--- src/rtl/pe_mac_lane_if.sv ---
// Bus bundle for pe_mac_lane: configuration, data/weight streams, systolic
// forwarding and the ready/valid result port.
interface pe_mac_lane_if #(
  parameter int DW    = 8,
  parameter int WW    = 8,
  parameter int LANES = 4,
  parameter int OUT_W = 16,
  parameter int CNT_W = 8
);
  logic [CNT_W-1:0]       cfg_acc_len;
  logic [4:0]             cfg_shift;
  logic                   cfg_relu;
  logic                   data_valid;
  logic [DW-1:0]          data;
  logic                   weight_valid;
  logic [LANES*WW-1:0]    weight;
  logic                   weight_swap;
  logic [DW-1:0]          data_out;
  logic                   data_out_valid;
  logic [LANES*OUT_W-1:0] sum_out;
  logic                   sum_valid;
  logic                   out_ready;
  logic                   swap_pending;
  logic                   ovf_sticky;

  modport master (
    output cfg_acc_len, cfg_shift, cfg_relu, data_valid, data,
           weight_valid, weight, weight_swap, out_ready,
    input  data_out, data_out_valid, sum_out, sum_valid,
           swap_pending, ovf_sticky
  );

  modport slave (
    input  cfg_acc_len, cfg_shift, cfg_relu, data_valid, data,
           weight_valid, weight, weight_swap, out_ready,
    output data_out, data_out_valid, sum_out, sum_valid,
           swap_pending, ovf_sticky
  );
endinterface

--- src/rtl/pe_mac_lane.sv ---
// Multi-lane MAC processing element: one broadcast data stream, LANES signed
// weights, windowed accumulation with round/shift/ReLU/saturate post-processing.
module pe_mac_lane #(
  parameter int DW    = 8,
  parameter int WW    = 8,
  parameter int LANES = 4,
  parameter int ACC_W = 24,
  parameter int OUT_W = 16,
  parameter int CNT_W = 8
) (
  input logic          clk,
  input logic          rst_n,
  pe_mac_lane_if.slave bus
);

  // Post-processing width: wide enough for the accumulator plus the largest
  // rounding constant (2^30) without wrapping.
  localparam int RW = ((ACC_W > 31) ? ACC_W : 31) + 2;
  localparam logic signed [RW-1:0] SAT_MAX = {{(RW-OUT_W+1){1'b0}}, {(OUT_W-1){1'b1}}};
  localparam logic signed [RW-1:0] SAT_MIN = {{(RW-OUT_W+1){1'b1}}, {(OUT_W-1){1'b0}}};

  logic signed [DW-1:0]    data_reg;
  logic                    dv_reg;
  logic signed [WW-1:0]    shadow [LANES];
  logic signed [WW-1:0]    active [LANES];
  logic signed [ACC_W-1:0] acc    [LANES];
  logic [CNT_W-1:0]        cnt;
  logic [LANES*OUT_W-1:0]  sum_reg;
  logic                    sum_valid_r;
  logic                    swap_pending_r;
  logic                    ovf_r;

  logic [CNT_W-1:0]        len_eff;
  logic [CNT_W:0]          cnt_inc;
  logic                    is_final;
  logic                    swap_req;
  logic                    swap_ok;
  logic signed [ACC_W-1:0] result [LANES];
  logic [LANES*OUT_W-1:0]  sat_packed;

  function automatic logic [OUT_W-1:0] post_process(
    input logic signed [ACC_W-1:0] r,
    input logic [4:0]              sh,
    input logic                    relu
  );
    logic signed [RW-1:0] rnd;
    logic signed [RW-1:0] shifted;
    rnd     = (sh == 5'd0) ? '0 : (RW'(1) <<< (sh - 5'd1));
    shifted = (RW'(r) + rnd) >>> sh;
    if (relu && shifted[RW-1]) shifted = '0;
    if (shifted > SAT_MAX)      return SAT_MAX[OUT_W-1:0];
    else if (shifted < SAT_MIN) return SAT_MIN[OUT_W-1:0];
    return shifted[OUT_W-1:0];
  endfunction

  // Window control: a length of 0 behaves like 1.
  always_comb begin
    len_eff  = (bus.cfg_acc_len == '0) ? CNT_W'(1) : bus.cfg_acc_len;
    cnt_inc  = {1'b0, cnt} + (CNT_W+1)'(1);
    is_final = dv_reg && (cnt_inc >= {1'b0, len_eff});
    swap_req = bus.weight_swap || swap_pending_r;
    swap_ok  = ((cnt == '0) && !dv_reg) || is_final;
  end

  // NOTE: every variable assigned in always_comb gets a value on all paths
  // (defaults first) so no latch is inferred.
  always_comb begin
    sat_packed = '0;
    for (int i = 0; i < LANES; i++) begin
      result[i] = acc[i] + ACC_W'(data_reg) * ACC_W'(active[i]);
      sat_packed[i*OUT_W +: OUT_W] = post_process(result[i], bus.cfg_shift, bus.cfg_relu);
    end
  end

  // NOTE: sequential state uses non-blocking assignments so every register
  // samples pre-edge values, e.g. active takes the old shadow on a load+swap.
  always_ff @(posedge clk or negedge rst_n) begin
    if (!rst_n) begin
      data_reg <= '0;
      dv_reg   <= 1'b0;
    end else begin
      data_reg <= bus.data;
      dv_reg   <= bus.data_valid;
    end
  end

  // NOTE: the weight banks and accumulators are small register arrays, not
  // RAM, so they are cleared by reset like any other flop.
  always_ff @(posedge clk or negedge rst_n) begin
    if (!rst_n) begin
      for (int i = 0; i < LANES; i++) begin
        shadow[i] <= '0;
        active[i] <= '0;
        acc[i]    <= '0;
      end
      cnt            <= '0;
      swap_pending_r <= 1'b0;
    end else begin
      for (int i = 0; i < LANES; i++) begin
        if (bus.weight_valid) shadow[i] <= bus.weight[i*WW +: WW];
        if (swap_req && swap_ok) active[i] <= shadow[i];
        if (dv_reg) acc[i] <= is_final ? '0 : result[i];
      end
      if (dv_reg) cnt <= is_final ? '0 : cnt_inc[CNT_W-1:0];
      if (swap_req) swap_pending_r <= !swap_ok;
    end
  end

  // Result register: a new result always wins; overwriting an unconsumed one
  // is flagged sticky.
  always_ff @(posedge clk or negedge rst_n) begin
    if (!rst_n) begin
      sum_reg     <= '0;
      sum_valid_r <= 1'b0;
      ovf_r       <= 1'b0;
    end else if (is_final) begin
      sum_reg     <= sat_packed;
      sum_valid_r <= 1'b1;
      if (sum_valid_r && !bus.out_ready) ovf_r <= 1'b1;
    end else if (sum_valid_r && bus.out_ready) begin
      sum_valid_r <= 1'b0;
    end
  end

  assign bus.data_out       = data_reg;
  assign bus.data_out_valid = dv_reg;
  assign bus.sum_out        = sum_reg;
  assign bus.sum_valid      = sum_valid_r;
  assign bus.swap_pending   = swap_pending_r;
  assign bus.ovf_sticky     = ovf_r;

endmodule
--- src/flat_wrapper.sv ---
// flat-port wrapper written by rule: the top's interface ports become plain ports
module pe_mac_lane_flat 
#(
  parameter int DW    = 8,
  parameter int WW    = 8,
  parameter int LANES = 4,
  parameter int ACC_W = 24,
  parameter int OUT_W = 16,
  parameter int CNT_W = 8
)
  (clk, rst_n, bus_cfg_acc_len, bus_cfg_shift, bus_cfg_relu, bus_data_valid, bus_data, bus_weight_valid, bus_weight, bus_weight_swap, bus_out_ready, bus_data_out, bus_data_out_valid, bus_sum_out, bus_sum_valid, bus_swap_pending, bus_ovf_sticky);
  pe_mac_lane_if #(.DW(DW), .WW(WW), .LANES(LANES), .OUT_W(OUT_W), .CNT_W(CNT_W)) bus_i ();
  input logic clk;
  input logic rst_n;
  input wire logic [$bits(bus_i.cfg_acc_len)-1:0] bus_cfg_acc_len;
  input wire logic [$bits(bus_i.cfg_shift)-1:0] bus_cfg_shift;
  input wire logic [$bits(bus_i.cfg_relu)-1:0] bus_cfg_relu;
  input wire logic [$bits(bus_i.data_valid)-1:0] bus_data_valid;
  input wire logic [$bits(bus_i.data)-1:0] bus_data;
  input wire logic [$bits(bus_i.weight_valid)-1:0] bus_weight_valid;
  input wire logic [$bits(bus_i.weight)-1:0] bus_weight;
  input wire logic [$bits(bus_i.weight_swap)-1:0] bus_weight_swap;
  input wire logic [$bits(bus_i.out_ready)-1:0] bus_out_ready;
  output wire logic [$bits(bus_i.data_out)-1:0] bus_data_out;
  output wire logic [$bits(bus_i.data_out_valid)-1:0] bus_data_out_valid;
  output wire logic [$bits(bus_i.sum_out)-1:0] bus_sum_out;
  output wire logic [$bits(bus_i.sum_valid)-1:0] bus_sum_valid;
  output wire logic [$bits(bus_i.swap_pending)-1:0] bus_swap_pending;
  output wire logic [$bits(bus_i.ovf_sticky)-1:0] bus_ovf_sticky;
  assign bus_i.cfg_acc_len = bus_cfg_acc_len;
  assign bus_i.cfg_shift = bus_cfg_shift;
  assign bus_i.cfg_relu = bus_cfg_relu;
  assign bus_i.data_valid = bus_data_valid;
  assign bus_i.data = bus_data;
  assign bus_i.weight_valid = bus_weight_valid;
  assign bus_i.weight = bus_weight;
  assign bus_i.weight_swap = bus_weight_swap;
  assign bus_i.out_ready = bus_out_ready;
  assign bus_data_out = bus_i.data_out;
  assign bus_data_out_valid = bus_i.data_out_valid;
  assign bus_sum_out = bus_i.sum_out;
  assign bus_sum_valid = bus_i.sum_valid;
  assign bus_swap_pending = bus_i.swap_pending;
  assign bus_ovf_sticky = bus_i.ovf_sticky;
  pe_mac_lane #(.DW(DW), .WW(WW), .LANES(LANES), .ACC_W(ACC_W), .OUT_W(OUT_W), .CNT_W(CNT_W)) u_core (.clk(clk), .rst_n(rst_n), .bus(bus_i));
endmodule
--- config.mk ---
export PLATFORM = sky130hd
export DESIGN_NAME = pe_mac_lane_flat
export DESIGN_NICKNAME = d
export VERILOG_FILES = /design/src/rtl/pe_mac_lane_if.sv /design/src/rtl/pe_mac_lane.sv /design/src/flat_wrapper.sv
export SDC_FILE = /design/constraint.sdc
export NUM_CORES = 2
export LEC_CHECK = 0
export CAP_MARGIN = 20
export CORE_ASPECT_RATIO = 0.9
export CORE_UTILIZATION = 45
export DETAILED_ROUTE_END_ITERATION = 16
export GPL_TIMING_DRIVEN = 0
export PLACE_DENSITY = 0.66
export SYNTH_ARGS = -nofsm -noshare
export SYNTH_HDL_FRONTEND = slang
export SYNTH_SLANG_ARGS = --single-unit
--- constraint.sdc ---
create_clock -name clk -period 17.93 [get_ports clk]
set_input_delay 4.4825 -clock clk [delete_from_list [all_inputs] [get_ports clk]]
set_output_delay 4.4825 -clock clk [all_outputs]
set_load 0.03 [all_outputs]
== Yosys cells after proc, flatten, opt, wreduce, memory -nomap -nowiden ==
Cells that the tools add are included.
Word-level totals
  memories kept: 0
  register bits after elaboration: 244
  bits in latches: 0
  word-level logic and storage cells: 99
  bits in writable memories: 0
  bits in read-only memories: 0
Cells by class
  reduce and logical (&&, ||, !) cells: 19
  add/sub/neg operators: 10
  magnitude comparators: 9
  shift-type cells: 5
  div/mod/pow operators: 0
  bitwise gates (word level): 0
  multiply operators: 4
  equality and inequality tests: 0
  mux-type cells: 33
Operators with widths (number)
  16-bit two-way mux: 12
  33-bit two-way mux: 5
  24-bit by 33-bit adder with 33-bit output: 4
  33-bit by 16-bit > comparator with 1-bit output, second input constant: 4
  33-bit by 16-bit < comparator with 1-bit output, second input constant: 4
  33-bit by 5-bit >>> shifter with 33-bit output: 4
  24-bit by 16-bit adder with 24-bit output: 4
  24-bit two-way mux: 4
  8-bit by 8-bit multiplier with 16-bit output: 4
  1-bit by 5-bit <<< shifter with 33-bit output, first input constant: 1
  8-bit zero test: 2
  8-bit two-way mux: 2
  1-bit two-way mux: 10
  8-bit by 1-bit adder with 9-bit output, second input constant: 1
  9-bit by 8-bit >= comparator with 1-bit output: 1
  1-bit logical AND: 9
  5-bit zero test: 1
  5-bit by 1-bit subtractor with 5-bit output, second input constant: 1
  1-bit zero test: 3
  1-bit logical OR: 2
  2-bit AND reduction: 1
  2-bit nonzero test: 1

== Depth between registers and ports, before layout ==
  word-level depth: 11
  depth in mapped cells: 43

== Least setup slack after synthesis ==
OpenSTA, ideal clock, no wires.
  kind: input-to-reg
  from: in bus_cfg_shift[2]
  to: reg u_core.sum_reg[11] (netlist: u_core.bus.sum_out[11])
  arrival time: 10.550 ns
  setup slack: 7.251 ns
  buffers on the path: 9
  library setup time: 0.129 ns
  required time: 17.801 ns
  stages: 26
  cells stage by stage: clkbuf_1 clkinv_1 buf_2 buf_1 clkbuf_1 buf_1 clkbuf_1 clkbuf_1 nand3_1 nor2_1 ha_1 buf_4 a21oi_4 o21ai_0 or4_1 a21oi_1 a311oi_1 and3_1 or3_1 a31o_2 mux2_2 nor4_1 nand3_1 a311oi_4 buf_6 a211oi_2
On the way
  cells in the longest elaborated chain, start to end: 11
RTL lines
  start: declaration: line flat_wrapper.sv:16  | input wire logic [$bits(bus_i.cfg_shift)-1:0] bus_cfg_shift;
  5-bit by 1-bit subtractor with 5-bit output: line pe_mac_lane.sv:48  | rnd = (sh == 5'd0) ? '0 : (RW'(1) <<< (sh - 5'd1));
  1-bit by 5-bit <<< shifter with 33-bit output: line pe_mac_lane.sv:48
  33-bit two-way mux: line pe_mac_lane.sv:48
  24-bit by 33-bit adder with 33-bit output: line pe_mac_lane.sv:49  | shifted = (RW'(r) + rnd) >>> sh;
  33-bit by 5-bit >>> shifter with 33-bit output *: line pe_mac_lane.sv:49
  1-bit logical AND: line pe_mac_lane.sv:50  | if (relu && shifted[RW-1]) shifted = '0;
  33-bit two-way mux *: line pe_mac_lane.sv:50
  33-bit by 16-bit < comparator with 1-bit output: line pe_mac_lane.sv:52  | else if (shifted < SAT_MIN) return SAT_MIN[OUT_W-1:0];
  1-bit two-way mux: line pe_mac_lane.sv:52
  1-bit two-way mux: line pe_mac_lane.sv:51  | if (shifted > SAT_MAX) return SAT_MAX[OUT_W-1:0];
  16-bit two-way mux *: line pe_mac_lane.sv:53  | return shifted[OUT_W-1:0];
  end signal: assignment: line pe_mac_lane.sv:117  | sum_reg <= sat_packed;
  end: declaration: line pe_mac_lane.sv:28  | logic [LANES*OUT_W-1:0] sum_reg;
Mark *: on every way between the ends. The rest lies on a longest branch, timed or not.
A chain may end at the register's enable or synchronous reset.

== Final worst setup path ==
  from: in bus_cfg_shift[0]
  to: reg u_core.sum_reg[33] (netlist: u_core.bus.sum_out[33])
The elaborated chain is that of the path after synthesis.

==> flow_metrics.tcl <==
set metrics [dict create \
    status "completed" \
    tightestPinTransition_ps 1350 \
    numCtsBuffers 34 \
    cts_hold_buffers 0 \
    grt_start_max_net_pins 95 \
    required_ps 18450 \
    initial_utilization_pct 45.5 \
    clockBufferDepth 3 \
    num_rows 108 \
    yosys_most_used_dff "dfrtp_1" \
    r2r-start "u_core.bus.data_out[7]$_DFF_PN0_" \
    viasPerCell 6.54 \
    dieHeight_um 299 \
    clk_latency_ps 610 \
    postLayoutCoreUtil_pct 50.3 \
    ant_nets 0 \
    post_cts_buffers 0 \
    fmax_ghz 0.0661 \
    synth-seq-area-share_pct 13.9 \
    cts_tree "yes" \
    yosysWarnings 0 \
    synth-edff-count 0 \
    place_hpwl_um 158000 \
    finalSetupTns_ps 0 \
    clk_pin_slew_ps 50 \
    cts_resized 0 \
    drc_errors 0 \
    cap_violations 0 \
    final_common_cell "inv_1" \
    setup_viol 0 \
    wire_per_inst_um 28.4 \
    drt_iter0_markers 6076 \
    dieArea_sq_mm 0.0992 \
    clock-root-buffer "clkbuf_16" \
    endpoint_kind "flop" \
    timing.final.max_slew_violations 0 \
    synth_cell_types 121 \
    fin_crit_ps 15120 \
    rrSetupSlack_ps 5110 \
    yosys_register_bits 244 \
    drt_pass1_iterations 7 \
    vias 44000 \
    syn_inst 5227 \
    async_reset_ff_share_pct 100 \
    core_sq_mm 0.0968 \
    period_share_pct 84.3 \
    crit_fanout 10 \
    syn_area_per_cell_sq_um 8.43 \
    synthTopCellsByArea "fa_1 (19%), dfrtp_1 (14%), ha_1 (10%), inv_1 (4.4%), nand2_1 (3.7%)" \
    worstHoldPathType "flop to flop" \
    grt_setup_unrepaired "no" \
    layout_common_cells "inv_1 (513), nand2_1 (437), fa_1 (420), ha_1 (354), nor2_1 (342)" \
    place_congestion 1.09 \
    drt-total-wl_um 191000 \
    grt_pass1_vias 41700 \
    port_buffers 131 \
    fin_nets 6266 \
    arrival_ps 15650 \
    place_inst 6647 \
    die-width_um 332 \
    layout-drive-gt1-share_pct 7.77 \
    hold_viol_final 0 \
    cts.htree.levels 2 \
    io_pins 136 \
    worstSetupPathType "primary input to flop" \
    finalWorstSetupSlack_ps 2810 \
    clock_skew_ps 26.2 \
    cp-start-kind "primary input" \
    antenna_found_initial 10 \
    yosys.area.top_type "fa_1" \
    pre_cts_ws_ps 2840 \
    startpoint "bus_cfg_shift[0]" \
    final_cells 6727 \
    track_usage_pct 37.5 \
    areaGrowthSynthToFinish_pct 10.5 \
    hold_start "u_core.bus.ovf_sticky$_DFFE_PN0P_" \
    slew_headroom_pct 9.89 \
    gr-total-overflow 0 \
    synth_top_area_share_pct 19.1 \
    grt_pass1_wl_um 275000 \
    cts.sinks 244 \
    netlist_area_sq_mm 0.0441 \
]
logic make-up (layout without fill, tap and decap cells):
| group | count (synthesis) | after routing | synth area share, % |
|---|---|---|---|
| xor gates and xnor gates | 184 | 184 | 3.69 |
| DFF | 244 | 244 | 13.9 |
| and+or+nand+nor | 1574 | 1574 | 17.6 |
| adders and majority gates | 774 | 774 | 29.1 |
| other | 1 | 11 | 0.00851 |
| muxes | 244 | 244 | 6.63 |
| AOI/OAI and AO/OA | 1406 | 1406 | 22.0 |
| buffers and inverters | 800 | 1025 | 7.09 |
registers in the layout, indices dropped and copies added, names as in the netlist:
signal                     cells
u_core.acc                    96
u_core.active                 32
u_core.bus.data_out            8
u_core.bus.data_out_valid      1
u_core.bus.ovf_sticky          1
u_core.bus.sum_out            64
u_core.bus.sum_valid           1
u_core.bus.swap_pending        1
u_core.cnt                     8
u_core.shadow                 32
metrics by stage:
step | area [sq um] | hold slack [ps]
after floorplan | 44100 | 477
after global placement | 47000 | 463
after detailed placement | 47300 | 462
after CTS | 48500 | 483
after global routing | 48700 | 505
final | 48700 | 475
cell usage after synthesis, types with 54 or more instances:
master	n
nor3_1	82
nor2_1	342
xnor2_1	123
and2_1	162
xor2_1	59
inv_1	513
a211oi_1	81
dfrtp_1	244
a21oi_1	312
nand3_1	166
o21ai_0	300
mux2_2	107
a21o_1	72
mux2i_1	109
nand2_1	437
fa_1	420
o21a_1	56
clkbuf_1	187
buf_2	54
nor2b_1	75
o211ai_1	73
ha_1	354
nand4_1	60
worst paths after layout:
path / end / cells past startpoint
worst max register to register: u_core.bus.sum_out[52]$_DFFE_PN0P_ / 32
worst min-delay path: u_core.bus.ovf_sticky$_DFFE_PN0P_ / 1
max in group asynchronous: u_core.active[21]$_DFFE_PN0P_ / 3
worst max-delay path: u_core.bus.sum_out[33]$_DFFE_PN0P_ / 25
worst min register to register: u_core.bus.ovf_sticky$_DFFE_PN0P_ / 1
min in group asynchronous: u_core.bus.sum_out[53]$_DFFE_PN0P_ / 1
per-layer routing:
| metal | track usage, % | vias up | routed length, um |
|---|---|---|---|
| met4 | 10.6 | 4 | 6090 |
| met5 | 0.709 | - | 160 |
| met3 | 13.2 | 386 | 25100 |
| li1 | - | 19000 | - |
| met1 | 54.1 | 22000 | 82900 |
| met2 | 52.2 | 2641 | 76600 |
final cells by class:
cell class	instances	area (sq um)
antenna	7	17.5
sequential	244	6110
buffer	285	1190
clock inverter	15	234
multi-input combinational	4186	34900
tap	1265	1580
fill	9345	48000
inverter	515	1930
timing repair buffer	166	1800
clock buffer	44	970
critical path, cell delays in order:
cell and delay [ps]:
clkdlybuf4s50_1 560, buf_2 350, clkbuf_1 780, clkbuf_1 870
clkbuf_1 780, clkbuf_1 460, buf_1 780, nand2_1 230
nor2_1 950, ha_1 340, inv_1 70, fa_1 450
and2b_1 260, o2111ai_1 280, a211o_1 420, a211oi_1 310
o31ai_1 160, mux2i_1 660, o21ai_2 250, o311ai_0 710
nand4_1 220, nor4b_1 300, a41oi_1 290, or4_1 560
o21ai_0 80
Power is not shown: default switching activity piles up to over one toggle a cycle in this logic, so the estimate is an artifact.
